### src/rtl/zb_fifo_pkg.sv
// Shared types and helpers for the parametrised FIFO (zb_param_fifo).
// Optional first-word fall-through mode is selected with ZB_FIFO_FWFT_EN.
package zb_fifo_pkg;

    localparam int ZB_MAX_WIDTH = 32;

    // Widest word any instance may carry; instances narrow it to WIDTH.
    typedef logic [ZB_MAX_WIDTH-1:0] fifo_word_max_t;

    typedef struct packed {
        logic full;
        logic empty;
        logic afull;
        logic aempty;
        logic ovf;
        logic udf;
    } fifo_flags_t;

    localparam fifo_flags_t FLAGS_RESET = '{
        full:   1'b0,
        empty:  1'b1,
        afull:  1'b0,
        aempty: 1'b1,
        ovf:    1'b0,
        udf:    1'b0
    };

    function automatic int clog2_depth(input int depth);
        int bits;
        bits = 0;
        for (int i = 0; i < 31; i++) begin
            if ((32'sd1 <<< i) < depth) begin
                bits = i + 1;
            end
        end
        return bits;
    endfunction

endpackage

### src/rtl/zb_fifo_mem.sv
// Simple dual-port register array for zb_param_fifo: one synchronous write
// port, one combinational read port, no reset on the storage.
module zb_fifo_mem
    import zb_fifo_pkg::*;
#(
    parameter int WIDTH = 4,
    parameter int DEPTH = 16
) (
    input  logic                           clock,
    input  logic                           writeEnable,
    input  logic [clog2_depth(DEPTH)-1:0]  writeAddr,
    input  logic [WIDTH-1:0]               writeData,
    input  logic [clog2_depth(DEPTH)-1:0]  readAddr,
    output logic [WIDTH-1:0]               readData
);

    logic [WIDTH-1:0] memArray_r [DEPTH];

    // Storage write port; contents survive reset and flush by design.
    always_ff @(posedge clock) begin
        if (writeEnable) begin
            memArray_r[writeAddr] <= writeData;
        end
    end

    assign readData = memArray_r[readAddr];

endmodule

### src/rtl/zb_param_fifo.sv
// Parametrised synchronous FIFO with count, almost flags, flush and sticky
// overflow/underflow. Define ZB_FIFO_FWFT_EN for first-word fall-through.
module zb_param_fifo
    import zb_fifo_pkg::*;
#(
    parameter int WIDTH    = 4,
    parameter int DEPTH    = 16,
    parameter int AF_LEVEL = 12,
    parameter int AE_LEVEL = 4
) (
    input  logic                            inClock,
    input  logic                            inReset,
    input  logic                            inFlush,
    input  logic [WIDTH-1:0]                inData,
    input  logic                            inWriteEnable,
    input  logic                            inReadEnable,
    output logic [WIDTH-1:0]                outData,
    output logic                            outValid,
    output logic                            outFull,
    output logic                            outEmpty,
    output logic                            outAlmostFull,
    output logic                            outAlmostEmpty,
    output logic [clog2_depth(DEPTH):0]     outCount,
    output logic                            outOverflow,
    output logic                            outUnderflow
);

    localparam int ADDR_W = clog2_depth(DEPTH);
    localparam int PTR_W  = ADDR_W + 1;
    localparam logic [PTR_W-1:0] DEPTH_C = PTR_W'(DEPTH);
    localparam logic [PTR_W-1:0] AF_C    = PTR_W'(AF_LEVEL);
    localparam logic [PTR_W-1:0] AE_C    = PTR_W'(AE_LEVEL);
    localparam logic [PTR_W-1:0] ONE_C   = PTR_W'(1'b1);

    typedef logic [WIDTH-1:0] fifo_word_t;

    logic [PTR_W-1:0] wrPtr_r;
    logic [PTR_W-1:0] rdPtr_r;
    logic [PTR_W-1:0] count_r;
    fifo_flags_t      flags_r;

    logic [PTR_W-1:0] wrPtrNext_s;
    logic [PTR_W-1:0] rdPtrNext_s;
    logic [PTR_W-1:0] countNext_s;
    fifo_flags_t      flagsNext_s;
    logic             rdOk_s;
    logic             wrOk_s;
    logic             memWe_s;
    fifo_word_t       memRdData_s;

    // Accept decisions, next pointers, and flags derived from the next count.
    always_comb begin
        rdOk_s  = inReadEnable && !flags_r.empty;
        wrOk_s  = inWriteEnable && (!flags_r.full || rdOk_s);
        memWe_s = wrOk_s && !inFlush;

        if (inFlush) begin
            wrPtrNext_s = '0;
            rdPtrNext_s = '0;
        end else begin
            wrPtrNext_s = wrOk_s ? (wrPtr_r + ONE_C) : wrPtr_r;
            rdPtrNext_s = rdOk_s ? (rdPtr_r + ONE_C) : rdPtr_r;
        end

        // The extra pointer MSB makes this difference span 0..DEPTH exactly.
        countNext_s = wrPtrNext_s - rdPtrNext_s;

        flagsNext_s.full   = (countNext_s == DEPTH_C);
        flagsNext_s.empty  = (countNext_s == '0);
        flagsNext_s.afull  = (countNext_s >= AF_C);
        flagsNext_s.aempty = (countNext_s <= AE_C);
        if (inFlush) begin
            flagsNext_s.ovf = 1'b0;
            flagsNext_s.udf = 1'b0;
        end else begin
            flagsNext_s.ovf = flags_r.ovf || (inWriteEnable && flags_r.full && !rdOk_s);
            flagsNext_s.udf = flags_r.udf || (inReadEnable && flags_r.empty);
        end
    end

    // Pointer, occupancy and flag state.
    always_ff @(posedge inClock or posedge inReset) begin
        if (inReset) begin
            wrPtr_r <= '0;
            rdPtr_r <= '0;
            count_r <= '0;
            flags_r <= FLAGS_RESET;
        end else begin
            wrPtr_r <= wrPtrNext_s;
            rdPtr_r <= rdPtrNext_s;
            count_r <= countNext_s;
            flags_r <= flagsNext_s;
        end
    end

    zb_fifo_mem #(
        .WIDTH (WIDTH),
        .DEPTH (DEPTH)
    ) uMem (
        .clock       (inClock),
        .writeEnable (memWe_s),
        .writeAddr   (wrPtr_r[ADDR_W-1:0]),
        .writeData   (inData),
        .readAddr    (rdPtr_r[ADDR_W-1:0]),
        .readData    (memRdData_s)
    );

`ifdef ZB_FIFO_FWFT_EN
    // Head word is shown directly; zero while empty keeps reset/flush clean.
    assign outData  = flags_r.empty ? fifo_word_t'(1'b0) : memRdData_s;
    assign outValid = !flags_r.empty;
`else
    fifo_word_t dataOut_r;
    logic       valid_r;

    // Read-data register: captures the popped word, valid pulses per pop.
    always_ff @(posedge inClock or posedge inReset) begin
        if (inReset) begin
            dataOut_r <= '0;
            valid_r   <= 1'b0;
        end else if (inFlush) begin
            valid_r   <= 1'b0;
        end else begin
            valid_r <= rdOk_s;
            if (rdOk_s) begin
                dataOut_r <= memRdData_s;
            end
        end
    end

    assign outData  = dataOut_r;
    assign outValid = valid_r;
`endif

    assign outCount       = count_r;
    assign outFull        = flags_r.full;
    assign outEmpty       = flags_r.empty;
    assign outAlmostFull  = flags_r.afull;
    assign outAlmostEmpty = flags_r.aempty;
    assign outOverflow    = flags_r.ovf;
    assign outUnderflow   = flags_r.udf;

endmodule

### config.mk
export PLATFORM = sky130hd
export DESIGN_NAME = zb_param_fifo
export DESIGN_NICKNAME = d
export VERILOG_FILES = /design/src/rtl/zb_fifo_pkg.sv /design/src/rtl/zb_fifo_mem.sv /design/src/rtl/zb_param_fifo.sv
export SDC_FILE = /design/constraint.sdc
export NUM_CORES = 1
export LEC_CHECK = 0
export CORE_ASPECT_RATIO = 1.1
export CORE_MARGIN = 2
export CORE_UTILIZATION = 40
export CTS_CLUSTER_SIZE = 40
export DETAILED_ROUTE_END_ITERATION = 8
export GPL_TIMING_DRIVEN = 1
export PLACE_DENSITY = 0.69
export SYNTH_ARGS = -nofsm -noshare
export SYNTH_HDL_FRONTEND = slang
export SYNTH_SLANG_ARGS = --single-unit
### constraint.sdc
create_clock -name inClock -period 6.9 [get_ports inClock]
set_clock_uncertainty 0.05 [all_clocks]
set_input_delay 1.38 -clock inClock [delete_from_list [all_inputs] [get_ports inClock]]
set_output_delay 1.38 -clock inClock [all_outputs]
set_load 0.05 [all_outputs]
==> key figures, run 1 <==
Logic synthesis
  – Yosys reg bits: 90
  – Ys flop type: edfxtp_1
  – Fraction of registers with async set or reset after synthesis: around 29%
  – Synth Net Count: between 200 and 300
  – EDFF count, synth: 64
  – Mapped cell area: roughly 3800 um^2
  – Syn Area/Cell: 15.7 um^2
  – Register area share after synthesis: 67.6%
  – Synth Instances: 243
  – Synth unique cells: 39
  – Yosys warnings: 0

Clocking
  – Root Driver: clkbuf_8
  – Setup repair bufs after CTS: 0
  – CTS tree: built
  – CTS H-tree depth: 3
  – Clk Latency, worst-skew pair: about 0.36 ns
  – Clock Sinks: 90
  – # hold bufs at CTS: 0
  – PostCTS Resize Cnt: 0
  – Clock-pin slew on the worst setup and hold paths: 0.09 ns
  – CTS max path bufs: 2
  – Total CTS buffers: 9

Pwr
  – Logic pwr share: 26.6%
  – Leak pwr: ~0.0016 uW
  – Pwr Density: about 310 nW/um^2
  – Switching share of power: 33.2%
  – Flop pwr share: about 49%
  – Worst VDD drop: about 97 uV
  – Clock Power Share: 24.1%
  – Internal power: 904 uW
  – P_sw: ~450 uW

GRT
  – Vias in the first global route: between 1500 and 2000
  – First-pass GRT wire length: between 10 and 15 mm
  – Gr usage total: 14.4%
  – Gr ovfl total: 0
  – Pin count of the biggest net entering global routing: 27
  – Initial antenna violation count: 0

Route
  – TritonRoute pass-1 iters: 4
  – Final ANT Viol Nets: 0
  – Via count: 2010
  – Routed WL per cell: 17.5 um
  – 1st-iter DRT viols: 212
  – DRC: 0
  – Routed vias/inst: 5.17
  – WL final: 6.80 mm

STA
  – RSZ-0062 raised after global routing: false
  – Final Hold Viols: 0
  – Max Slew Vio Count: 0
  – Fraction of the cycle the final worst path needs: 60.7%
  – Max_slew headroom: 26.5%
  – Post-route setup slack: 2.71 ns
  – Final min period: 4.19 ns
  – Worst-Margin Slew: about 1.1 ns
  – Final setup fails: 0
  – FMAX: roughly 240 MHz
  – Setup_tns: 0 ns

Min path
  – WHS Path Cells: 1
  – Type of the worst min-delay path: reg2reg

Worst setup path
  – Worst Reg-to-Reg Cells: 10
  – CP Capture Type: register
  – Critical Path Stages: 13
  – Top delay family on crit path: compound AO/OA/AOI/OAI gates
  – Buf/Inv on CP: 2
  – Slowest cell on crit path: clkdlybuf4s50_1
  – CP required: 7.12 ns
  – CP Cell Sequence: clkdlybuf4s50_1 -> nand2b_1 -> a21boi_1 -> xnor2_1 -> or2_2 -> ha_1 -> inv_1 -> fa_1 -> a21o_1 -> a21oi_1 -> nor2_1 -> a32o_2 -> nor4_2
  – Crit path DAT: 4.41 ns
  – Critical path peak fanout: 6
  – Largest stage delay on the critical path: approximately 0.57 ns
  – Critical setup path kind: in2reg
  – Crit path launch type: input port

Final layout
  – Layout area overhead: 13.4%
  – # fillers: 794
  – Most frequent cells in the layout: edfxtp_1 (64), nor2_1 (24), clkdlybuf4s50_1 (24), dfrtp_1 (24), mux4_2 (15)
  – Final net count: 286
  – Post-route insts no fill: 389
  – Commonest non-fill, non-tap cell in the layout: edfxtp_1
  – N_diodes: 0
  – Layout cells sized above 1: 15.4%

Place
  – RD Place Congestion: 0.822
  – Post-DP HPWL: 4.71 mm
  – Placed insts: 373
  – IO Port Bufs: 24
  – Post-place setup slack: 2.35 ns

Die
  – Initial Util: 41.0%
  – Die Ht: 106 um
  – FP Rows: 37
  – Die Wd: 97.1 um
  – Core Box Area: a little over 9000 um^2
  – I/O pins: 25
  – DIE AREA: ~10000 um^2

Flow run
  – Total of max-cap violations: 0

Run status
  – Outcome: completed
power groups by stage:
stage,clock [uW],sequential (uW),combinational (uW)
2_1_floorplan,0,778,148
3_3_place_gp,0,680,357
3_5_place_dp,0,681,361
4_1_cts,337,669,362
5_1_grt,359,675,380
6_report,326,667,359
synth_stat cells (2+ instances only):
library cell / count / area share [%]
ha_1: 9 / 3.0
nand2b_1: 5 / 0.82
inv_1: 10 / 0.99
mux4_2: 15 / 8.9
clkbuf_1: 6 / 0.59
nand3_1: 4 / 0.53
xnor2_1: 4 / 0.92
a21o_1: 7 / 1.4
edfxtp_1: 64 / 50
a31oi_1: 5 / 0.82
or2_2: 4 / 0.66
nand4_1: 3 / 0.49
xor2_1: 5 / 1.1
dfstp_2: 2 / 1.4
dfrtp_1: 24 / 16
nand2_1: 11 / 1.1
a22oi_1: 4 / 0.79
mux2i_1: 2 / 0.53
nor2_1: 24 / 2.4
nor2b_1: 5 / 0.82
nor3_1: 4 / 0.53
buf_2: 4 / 0.53
a21oi_1: 6 / 0.79
path summary, 6_finish.rpt:
kind	slack, ns	start	end
worst min-delay path	0.43	outData[1]	outData[1]
worst max-delay path	2.71	inReadEnable	outEmpty
max in group asynchronous	4.70	inReset	wrPtr_r[3]
worst min register to register	0.43	outData[1]	outData[1]
min in group asynchronous	1.50	inReset	outData[2]
worst max register to register	3.48	rdPtr_r[0]	outEmpty
per-stage QoR:
stage	area, um^2	hold WS (ns)	power (uW)	utilization, %
6_report	4320	0.432	1350	46.5
5_1_grt	4320	0.452	1410	46.5
4_1_cts	4320	0.436	1370	46.5
3_5_place_dp	4150	0.415	1040	44.6
3_3_place_gp	4150	0.411	1040	44.6
2_1_floorplan	3810	0.484	926	-
routing by layer:
metal | wire length, um | part of all wire, % | vias to the layer above | track usage, %
met1 | 3150 | 46 | 1002 | 19.9
met4 | 208 | 3.1 | 0 | 7.85
li1 | - | - | 951 | -
met5 | 0 | 0 | - | 0
met2 | 3120 | 46 | 42 | 21.5
met3 | 315 | 4.6 | 15 | 3.09
final cells by class:
cell class	instances	area, um^2	area share [%]
Timing Repair Buffer	24	240	5.56
Sequential cell	90	2570	59.6
Clock buffer	9	124	2.87
Tap cell	117	146	3.39
Clock inverter	7	51.3	1.19
Inverter	10	37.5	0.868
Multi-Input combinational cell	132	1150	26.6
flip-flops by register name, indices dropped and copies added (netlist names), 4 cells and up:
signal / flops
outCount: 5
uMem.memArray_r: 64
wrPtr_r: 5
rdPtr_r: 5
outData: 4
worst reg2reg max path, delay by kind of cell (launching register included):
kind,cells,cell delay (ns)
flops,1,1.08
xor+xnor,1,0.14
simple gates,4,0.75
compound gates,3,0.64
fa+ha+maj,2,0.67
kinds of logic after synthesis:
logic type	Yosys count	synth area share, %
compound gates	26	4.60
xor+xnor	10	2.50
fa+ha+maj	10	3.48
buf+inv	21	2.30
flops	90	67.6
mux	18	10.1
simple gates	68	9.49
Power figures use the tool's default switching activity.
==> run 2, diff against run 1 <==
--- a/config.mk
+++ b/config.mk
@@ -11,7 +11,7 @@
 export CTS_CLUSTER_SIZE = 40
 export DETAILED_ROUTE_END_ITERATION = 8
 export GPL_TIMING_DRIVEN = 1
-export PLACE_DENSITY = 0.69
+export PLACE_DENSITY = 0.71
 export SYNTH_ARGS = -nofsm -noshare
 export SYNTH_HDL_FRONTEND = slang
 export SYNTH_SLANG_ARGS = --single-unit
==> constraint.sdc (replaced) <==
create_clock -name inClock -period 3.75 [get_ports inClock]
set_clock_uncertainty 0.05 [all_clocks]
set_input_delay 0.75 -clock inClock [delete_from_list [all_inputs] [get_ports inClock]]
set_output_delay 0.75 -clock inClock [all_outputs]
set_load 0.05 [all_outputs]
==> run 2 against run 1 <==
Compared with the run above:
- worst hold slack improved by 0.0023 ns
- global-route usage rose by 0.096 points
- count of clock-buffer cells in the layout rose by 1
- sequential share of layout area fell by 0.33 points
- first-iteration DRC count fell by 45%
- sequential power rose by 80%
- via count fell by 0.35%
- cell area rose by 0.55%
==> key figures, run 2 (synthesis gave the netlist of run 1 again) <==
Route
  – Routed vias/inst: 5.10 (was 5.17)
  – WL final: 6.88 mm (was 6.80 mm)
  – DRC: 0 (unchanged)
  – 1st-iter DRT viols: 117 (was 212)
  – TritonRoute pass-1 iters: 4 (unchanged)
  – Routed WL per cell: 17.5 um (about the same)
  – Via count: 2003 (was 2010)
  – Final ANT Viol Nets: 0 (unchanged)

Clocking
  – Setup repair bufs after CTS: 0 (unchanged)
  – CTS tree: built (unchanged)
  – Root Driver: clkbuf_8 (unchanged)
  – PostCTS Resize Cnt: 0 (unchanged)
  – CTS H-tree depth: 3 (unchanged)
  – # hold bufs at CTS: 0 (unchanged)
  – CTS max path bufs: 2 (unchanged)
  – Clock Sinks: 90 (unchanged)
  – Clk Latency, worst-skew pair: 0.36 ns (about the same)
  – Clock-pin slew on the worst setup and hold paths: 0.09 ns (about the same)
  – Total CTS buffers: 9 (unchanged)

STA
  – Fraction of the cycle the final worst path needs: between 90% and 100%
  – Final min period: 3.44 ns
  – Max Slew Vio Count: 0 (unchanged)
  – Setup_tns: 0 ns (unchanged)
  – FMAX: 291 MHz
  – Final setup fails: 0 (unchanged)
  – RSZ-0062 raised after global routing: false (unchanged)
  – Max_slew headroom: 32.1% (was 26.5%)
  – Final Hold Viols: 0 (unchanged)
  – Worst-Margin Slew: 1.02 ns (was 1.10 ns)

Worst setup path
  – R2r setup slk: 0.67 ns (was 3.48 ns)
  – CP required: 3.97 ns (was 7.12 ns)
  – Critical setup path kind: in2reg (unchanged)
  – Reg2Reg Capture Point: outEmpty (unchanged)
  – Worst Reg-to-Reg Cells: 10 (unchanged)
  – Crit path launch type: input port (unchanged)
  – CP Capture Type: register (unchanged)
  – Reg2reg start: rdPtr_r[1] (was rdPtr_r[0])
  – Crit path DAT: 3.66 ns (was 4.41 ns)
  – Critical path peak fanout: 5 (was 6)

Place
  – Post-DP HPWL: 4.98 mm (was 4.71 mm)
  – IO Port Bufs: 24 (unchanged)
  – Placed insts: 377 (was 373)
  – RD Place Congestion: 0.816 (was 0.822)

Final layout
  – Post-route insts no fill: 393 (was 389)
  – Final net count: 290 (was 286)
  – Commonest non-fill, non-tap cell in the layout: edfxtp_1 (unchanged)
  – # fillers: 773 (was 794)
  – Reg with most FFs: uMem.memArray_r (unchanged)
  – Final core utilization: 46.7% (was 46.5%)
  – Layout area overhead: 14.1% (was 13.4%)
  – Max reg flops: 64 (unchanged)
  – Layout cells sized above 1: 15.9% (was 15.4%)
  – Most frequent cells in the layout: edfxtp_1 (64), nor2_1 (24), clkdlybuf4s50_1 (24), dfrtp_1 (24), mux4_2 (15) (unchanged)
  – Area of the multi-input gates: 1150 um^2 (unchanged)
  – Register Area: 2570 um^2 (unchanged)
  – N_diodes: 0 (unchanged)

GRT
  – Gr usage total: 14.5% (was 14.4%)
  – First-pass GRT wire length: 11.3 mm (was 11.1 mm)
  – Gr ovfl total: 0 (unchanged)
  – Pin count of the biggest net entering global routing: 27 (unchanged)
  – Initial antenna violation count: 0 (unchanged)
  – Vias in the first global route: 2153 (was 1997)

Flow run
  – Total of max-cap violations: 0 (unchanged)

Die
  – Core Box Area: 9310 um^2 (unchanged)
  – Initial Util: 41.0% (unchanged)
  – FP Rows: 37 (unchanged)
  – Die Wd: 97.1 um (unchanged)
  – DIE AREA: 10300 um^2 (unchanged)
  – I/O pins: 25 (unchanged)
  – Die Ht: 106 um (unchanged)

Pwr
  – Worst VDD drop: 207 uV (was 97.3 uV)
  – Pwr Density: 570 nW/um^2 (was 313 nW/um^2)
  – Leak pwr: 0.00160 uW (was 0.00159 uW)

Min path
  – Worst Hold Launch: outData[3] (was outData[1])
  – Type of the worst min-delay path: reg2reg (unchanged)
  – WHS Path Cells: 1 (unchanged)
  – Hold Crit Endpoint: outData[3] (was outData[1])

Run status
  – Outcome: completed (unchanged)
[run 2: cell count changes in the layout (fill, tap and decap cells not counted)]
| cell | before | now |
|---|---|---|
| buf_4 | 0 | 4 |
| clkinv_1 | 1 | 2 |
| inv_6 | 3 | 1 |
| clkinv_2 | 2 | 1 |
| clkbuf_1 | 0 | 1 |
| clkinv_4 | 0 | 1 |
[run 2: worst max-delay path by stage]
stage | from | endpoint | slack [ns] | cells past startpoint
3_5_place_dp | inReadEnable | outEmpty | -0.06 | 13
4_1_cts | inReadEnable | outEmpty | 0.33 | 13
6_report | inReadEnable | outEmpty | 0.31 | 13
2_1_floorplan | inReadEnable | outEmpty | 0.75 | 12
5_1_grt | inReadEnable | outEmpty | 0.08 | 13
3_3_place_gp | inReadEnable | outEmpty | 0.13 | 13
[run 2: critical path, cell delays in order]
cell and delay (ns):
clkdlybuf4s50_1 0.57, nand2b_1 0.13, a21boi_1 0.27, buf_4 0.18
nor2_1 0.05, a21oi_1 0.12, nor2_1 0.10, fa_1 0.47
a21o_1 0.19, a21oi_1 0.22, nor2_1 0.07, a32o_2 0.27
nor4_2 0.28
[run 2: cell type report]
| type | count | area share, % |
|---|---|---|
| clock buffer | 10 | 2.94 |
| clock inverter | 6 | 0.950 |
| inverter | 10 | 0.864 |
| multi-input combinational | 132 | 26.4 |
| sequential | 90 | 59.2 |
| tap | 117 | 3.37 |
| timing repair buffer | 28 | 6.22 |
[run 2: metrics by stage]
step | setup WS [ns] | total power, uW | hold slack (ns) | instance area, um^2
2_1_floorplan | 0.747 | 1700 | 0.484 | 3810
3_3_place_gp | 0.134 | 1910 | 0.411 | 4180
3_5_place_dp | -0.0585 | 1930 | 0.417 | 4180
4_1_cts | 0.334 | 2500 | 0.438 | 4350
5_1_grt | 0.0821 | 2600 | 0.480 | 4350
6_report | 0.309 | 2480 | 0.435 | 4350
[run 2: where the power goes]
part | leakage, uW | internal, uW | switching [uW] | total (uW)
Clock | 0.0000876 | 244 | 339 | 583
Combinational | 0.000601 | 269 | 426 | 695
Sequential | 0.000915 | 1150 | 49.6 | 1200
[run 2: routing by layer]
metal / wire length, um / GRT usage, %
met1: 2970 / 18.0
met2: 3530 / 24.3
met3: 263 / 4.08
met4: 125 / 5.73
met5: 0 / 0
